===== src/rtl/ctrl_decode.sv =====
// MIPS instruction decoder: one-hot flags per instruction, plus a reserved-instruction detector when CTRL_RI_DETECT_EN is defined.
// Latency: flags and ri are combinational from I with no delay; ri_seen is registered on clk.
// Backpressure: none; the outputs follow I at all times.
module ctrl_decode (
   input  logic        clk,
   input  logic        reset,
   input  logic [31:0] I,
   output logic lb, lbu, lh, lhu, lw, sb, sh, sw,
   output logic R,
   output logic add, addu, sub, subu, slt, sltu, sll, srl, sra, sllv, srlv, srav,
   output logic and_, or_, xor_, nor_,
   output logic mult, multu, div, divu, mfhi, mflo, mthi, mtlo,
   output logic addi, addiu, andi, ori, xori, lui, slti, sltiu,
   output logic beq, bne, blez, bgtz, bltz, bgez, j, jal, jalr, jr,
   output logic eret, mfc0, mtc0,
   output logic ri,
   output logic ri_seen
);

   logic [5:0] op;
   logic [4:0] rs;
   logic [4:0] rt;
   logic [5:0] funct;

   assign op    = I[31:26];
   assign rs    = I[25:21];
   assign rt    = I[20:16];
   assign funct = I[5:0];

   // Instruction flag decode; SPECIAL uses funct only, REGIMM uses rt, COP0 uses rs.
   always_comb begin
      lb = 1'b0; lbu = 1'b0; lh = 1'b0; lhu = 1'b0; lw = 1'b0; sb = 1'b0; sh = 1'b0; sw = 1'b0;
      add = 1'b0; addu = 1'b0; sub = 1'b0; subu = 1'b0; slt = 1'b0; sltu = 1'b0;
      sll = 1'b0; srl = 1'b0; sra = 1'b0; sllv = 1'b0; srlv = 1'b0; srav = 1'b0;
      and_ = 1'b0; or_ = 1'b0; xor_ = 1'b0; nor_ = 1'b0;
      mult = 1'b0; multu = 1'b0; div = 1'b0; divu = 1'b0;
      mfhi = 1'b0; mflo = 1'b0; mthi = 1'b0; mtlo = 1'b0;
      addi = 1'b0; addiu = 1'b0; andi = 1'b0; ori = 1'b0; xori = 1'b0; lui = 1'b0;
      slti = 1'b0; sltiu = 1'b0;
      beq = 1'b0; bne = 1'b0; blez = 1'b0; bgtz = 1'b0; bltz = 1'b0; bgez = 1'b0;
      j = 1'b0; jal = 1'b0; jalr = 1'b0; jr = 1'b0;
      eret = 1'b0; mfc0 = 1'b0; mtc0 = 1'b0;
      case (op)
         6'h00: begin
            case (funct)
               6'h00: sll   = 1'b1;
               6'h02: srl   = 1'b1;
               6'h03: sra   = 1'b1;
               6'h04: sllv  = 1'b1;
               6'h06: srlv  = 1'b1;
               6'h07: srav  = 1'b1;
               6'h08: jr    = 1'b1;
               6'h09: jalr  = 1'b1;
               6'h10: mfhi  = 1'b1;
               6'h11: mthi  = 1'b1;
               6'h12: mflo  = 1'b1;
               6'h13: mtlo  = 1'b1;
               6'h18: mult  = 1'b1;
               6'h19: multu = 1'b1;
               6'h1A: div   = 1'b1;
               6'h1B: divu  = 1'b1;
               6'h20: add   = 1'b1;
               6'h21: addu  = 1'b1;
               6'h22: sub   = 1'b1;
               6'h23: subu  = 1'b1;
               6'h24: and_  = 1'b1;
               6'h25: or_   = 1'b1;
               6'h26: xor_  = 1'b1;
               6'h27: nor_  = 1'b1;
               6'h2A: slt   = 1'b1;
               6'h2B: sltu  = 1'b1;
               default: ;
            endcase
         end
         6'h01: begin
            if (rt == 5'd0)      bltz = 1'b1;
            else if (rt == 5'd1) bgez = 1'b1;
         end
         6'h02: j     = 1'b1;
         6'h03: jal   = 1'b1;
         6'h04: beq   = 1'b1;
         6'h05: bne   = 1'b1;
         6'h06: blez  = 1'b1;
         6'h07: bgtz  = 1'b1;
         6'h08: addi  = 1'b1;
         6'h09: addiu = 1'b1;
         6'h0A: slti  = 1'b1;
         6'h0B: sltiu = 1'b1;
         6'h0C: andi  = 1'b1;
         6'h0D: ori   = 1'b1;
         6'h0E: xori  = 1'b1;
         6'h0F: lui   = 1'b1;
         6'h10: begin
            // eret is matched on the full word; its rs field (10000) never collides with mfc0/mtc0
            if (I == 32'h4200_0018) eret = 1'b1;
            else if (rs == 5'd0)    mfc0 = 1'b1;
            else if (rs == 5'd4)    mtc0 = 1'b1;
         end
         6'h20: lb  = 1'b1;
         6'h21: lh  = 1'b1;
         6'h23: lw  = 1'b1;
         6'h24: lbu = 1'b1;
         6'h25: lhu = 1'b1;
         6'h28: sb  = 1'b1;
         6'h29: sh  = 1'b1;
         6'h2B: sw  = 1'b1;
         default: ;
      endcase
   end

   // R marks SPECIAL instructions that write rd; jr and the HI/LO writers are excluded.
   always_comb begin
      R = sll | srl | sra | sllv | srlv | srav | jalr | mfhi | mflo |
          add | addu | sub | subu | and_ | or_ | xor_ | nor_ | slt | sltu;
   end

`ifdef CTRL_RI_DETECT_EN
   logic any_flag;

   // Reserved instruction means no flag fired; R never fires alone, so it is left out.
   always_comb begin
      any_flag = lb | lbu | lh | lhu | lw | sb | sh | sw |
                 add | addu | sub | subu | slt | sltu | sll | srl | sra | sllv | srlv | srav |
                 and_ | or_ | xor_ | nor_ |
                 mult | multu | div | divu | mfhi | mflo | mthi | mtlo |
                 addi | addiu | andi | ori | xori | lui | slti | sltiu |
                 beq | bne | blez | bgtz | bltz | bgez | j | jal | jalr | jr |
                 eret | mfc0 | mtc0;
      ri = ~any_flag;
   end

   // Sticky status: set by any reserved instruction, cleared only by reset (reset wins).
   always_ff @(posedge clk) begin
      if (reset) ri_seen <= 1'b0;
      else       ri_seen <= ri_seen | ri;
   end
`else
   // Detector not built: clock and reset have no load in this build.
   logic unused_clk_reset;
   assign unused_clk_reset = clk & reset;
   assign ri      = 1'b0;
   assign ri_seen = 1'b0;
`endif

endmodule


===== config.mk =====
export PLATFORM = sky130hd
export DESIGN_NAME = ctrl_decode
export DESIGN_NICKNAME = d
export VERILOG_FILES = /design/src/rtl/ctrl_decode.sv
export SDC_FILE = /design/constraint.sdc
export NUM_CORES = 1
export LEC_CHECK = 0
export ABC_CLOCK_PERIOD_IN_PS = 5300
export BUFFER_PORTS_ARGS = -buffer_cell sky130_fd_sc_hd__buf_2
export CORE_MARGIN = 5
export CORE_UTILIZATION = 30
export DETAILED_ROUTE_END_ITERATION = 16
export GPL_TIMING_DRIVEN = 0
export MAX_ROUTING_LAYER = met4
export PLACE_DENSITY = 0.81
export SYNTH_ARGS = -nofsm -noshare
export SYNTH_HDL_FRONTEND = slang
export SYNTH_SLANG_ARGS = --single-unit

===== constraint.sdc =====
create_clock -name vclk -period 5.3
set_input_delay 0.795 -clock vclk [all_inputs]
set_output_delay 0.795 -clock vclk [all_outputs]
set_load 0.01 [all_outputs]

# Yosys cells after proc, flatten, opt, wreduce, memory -nomap -nowiden
# Index checks and enable logic that the tools add are counted.
[word_totals]
wordCells = 162
out_inout_bits = 56
reg_bits = 0
[op_classes]
eq_ne = 52
n_bitwise = 18
n_reduce_logical = 4
muxes = 88
[op_table]
columns = ["operator", "count"]
rows = [
  ["equality test 6 bit, second input constant", 18],
  ["2-to-1 mux 1 bit", 88],
  ["equality test 6 x 4 -> 1 bit, second input constant", 10],
  ["equality test 6 x 5 -> 1 bit, second input constant", 9],
  ["equality test 6 x 3 -> 1 bit, second input constant", 7],
  ["equality test 32 x 31 -> 1 bit, second input constant", 1],
  ["equality test 6 x 2 -> 1 bit, second input constant", 4],
  ["OR 1 bit", 18],
  ["zero test 6 bit", 2],
  ["zero test 5 bit", 2],
  ["equality test 6 x 1 -> 1 bit, second input constant", 1],
  ["equality test 5 x 1 -> 1 bit, second input constant", 1],
  ["equality test 5 x 3 -> 1 bit, second input constant", 1],
]

# Longest topological paths before layout
[logic_depth]
depth_word = 21
depth_mapped = 6
depth_no_buf = 4

# Least setup slack after synthesis
# No wires, ideal clock.
[synth_timing]
kind = "input-to-output"
startpoint = "in I[27]"
endpoint = "out sllv"
cell_stages = 6
setup_slack_ns = 1.925
required_ns = 4.505
path_buffers = 2
arrival_ns = 2.580
cell_sequence = "buf_4 or4_4 or4_1 buf_2 or3b_4 nor3_2"
[synth_between]
elab_chain_len = 2
[synth_lines]
columns = ["element", "line", "rtl"]
rows = [
  ["start, declared", "7", "input logic [31:0] I,"],
  ["zero test 6 bit", "43", "case (op)"],
  ["2-to-1 mux 1 bit", "43", ""],
  ["end, declared", "10", "output logic add, addu, sub, subu, slt, sltu, sll, srl, sra, sllv, srlv, srav,"],
]
# No other way between the ends.

# Worst setup path in the final report
# Ends and elaborated chain as after synthesis.

==> results_dict.tcl <==
set metrics [dict create \
    comb_power_share_pct 100.0 \
    ant_nets 0 \
    static-leakage-power_nw 0.572 \
    synth-seq-area-share_pct 0 \
    yosysTopAreaCell "nor2_1" \
    grt_pass1_wl_um 3610 \
    drt_iter0_drc 14 \
    grt_antenna_before_repair 0 \
    worstPathMaxFanout 10 \
    clkPwrFrac_pct 0 \
    track_usage_pct 15.6 \
    flops_and_latches 0 \
    synth_top_family_by_area "simple AND/OR/NAND/NOR gates" \
    n_clock_buffer 0 \
    fp.dieH_um 54.9 \
    pwr-share-seq_pct 0 \
    synthCells 110 \
    die-area_mm2 0.00301 \
    drt_first_pass_iters 4 \
    initial_core_util_pct 31.1 \
    syn_area_um2 604 \
    fin_crit_ps 3500 \
    routed_wl_um 2470 \
    p_sw_mw 0.0233 \
    maxSlewHeadroom_pct 64.6 \
    nets 230 \
    ys_types 30 \
    fin_setup_tns_ps 0 \
    final_max_slew_viol_count 0 \
    postCtsHoldBufs 0 \
    grt_max_degree 11 \
    drive_above_1_share_pct 50.5 \
    crit_path_start_kind "input port" \
    yosysWarnings 0 \
    seq_area_um2 0 \
    synth_top_area_share_pct 23.0 \
    drc 0 \
    synth-compound-area-share_pct 5.18 \
    wl_per_cell_um 11.2 \
    hp-start "I[23]" \
    yosys.area_share.xor_xnor_pct 0 \
    worstHoldPathType "in -> out" \
    fp-row-count 16 \
    synthTopCellsByArea "nor2_1, nor4_1, nand2b_1" \
    synth_mux_area_share_pct 0 \
    critPathRequiredTime_ps 4510 \
    area_growth_pct 74.9 \
    antenna_cells 0 \
    post_cts_buffers 0 \
    status "finished, final reports clean" \
    postCtsResizedCells 0 \
    p_per_area_mw_per_mm2 39.6 \
    pin_count 90 \
    min_period_over_period_pct 66.0 \
    grt_pass1_vias 856 \
    p_int_mw 0.0185 \
    ir_drop_uv 27.1 \
    gp_congestion 0.718 \
    worstPathArrival_ps 2700 \
    worst_setup_path_end_kind "primary output" \
    synth_fa_ha_area_share_pct 0 \
    setup_violations 0 \
    vias_per_cell 4.82 \
    fmax_mhz 286 \
    tightest_slew_ps 526 \
    die-width_um 54.9 \
    fin_util_pct 54.4 \
    portBuffers 83 \
    vias 1065 \
    synthSimpleGateAreaFrac_pct 83.9 \
    fp.coreArea_mm2 0.00194 \
    path_class "in -> out" \
    synth_area_per_cell_um2 5.49 \
    grt.overflow.total 0 \
    rsz0062_at_grt "false" \
    mostFrequentLayoutCell "buf_2" \
    hold_viol 0 \
    startpoint "I[27]" \
    p_sw_share_pct 55.7 \
    cap_violations 0 \
    final_cell_mix "buf_2, nor2_1, nor4_1" \
    hpwl_um 2110 \
    nFillCells 226 \
]
-- worst max-delay path, stage by stage --
cell and delay [ps]:
buf_4 150, or4_4 530, or4_1 390, buf_2 170, or3b_4 420, nor3_2 100
buf_2 150
-- per-stage QoR --
stage	setup slack [ps]	total power, mW	cell area [µm²]	hold slack, ps	std cells
final	1800	0.0418	1060	1860	221
after CTS	1800	0.0420	1060	1860	221
after global routing	1690	0.0473	1060	1880	221
after detailed placement	1800	0.0419	1060	1860	221
after floorplan	1930	0.0234	608	1640	111
after global placement	1800	0.0415	1060	1860	221
-- worst paths after layout --
path	depth (start not counted)	slack, ps	endpoint
min	3	1860	eret
max	7	1800	sllv
-- per-layer routing --
layer  part of all wire (%)  global-route usage, %
met3                     13                   2.18
met4                      0                      0
met5                      0                      -
met1                     40                   19.4
met2                     47                   28.0
-- layout make-up --
| cell class | instances | area, µm² | area share (%) |
|---|---|---|---|
| Buffer | 10 | 58.8 | 5.56 |
| Timing Repair Buffer | 83 | 415 | 39.3 |
| Multi-Input combinational cell | 100 | 546 | 51.6 |
| Inverter | 1 | 3.75 | 0.355 |
| Tap cell | 27 | 33.8 | 3.20 |
-- cells by family (layout without fill, tap and decap cells) --
group | after synthesis | count (layout)
simple gates | 94 | 94
buf+inv | 11 | 94
compound gates | 4 | 4
other cells | 1 | 2
-- power by group through the flow --
stage | sequential [mW] | clock (mW) | combinational [mW]
2_1_floorplan | 0 | 0 | 0.0234
3_3_place_gp | 0 | 0 | 0.0415
3_5_place_dp | 0 | 0 | 0.0419
4_1_cts | 0 | 0 | 0.0420
5_1_grt | 0 | 0 | 0.0473
6_report | 0 | 0 | 0.0418
-- cells in the mapped netlist --
cell      number
o21a_1         1
or4_4          1
buf_4          3
or3b_4         1
or2_2          4
nor2b_1        1
nor3_1         7
nor4_1        15
or3_1          3
buf_2          2
clkbuf_1       4
nand3b_1       2
nor4b_1        1
nand4b_1       1
nand2b_1       6
nand4_1        1
or4_1          4
buf_6          1
nor3_2         1
inv_1          1
or2b_1         1
o22a_1         1
or3b_2         1
o22ai_1        1
nand3_1        3
nor2_1        37
a31o_2         1
conb_1         1
nand2_1        3
nor3b_1        1
Power figures use the tool's default switching activity.
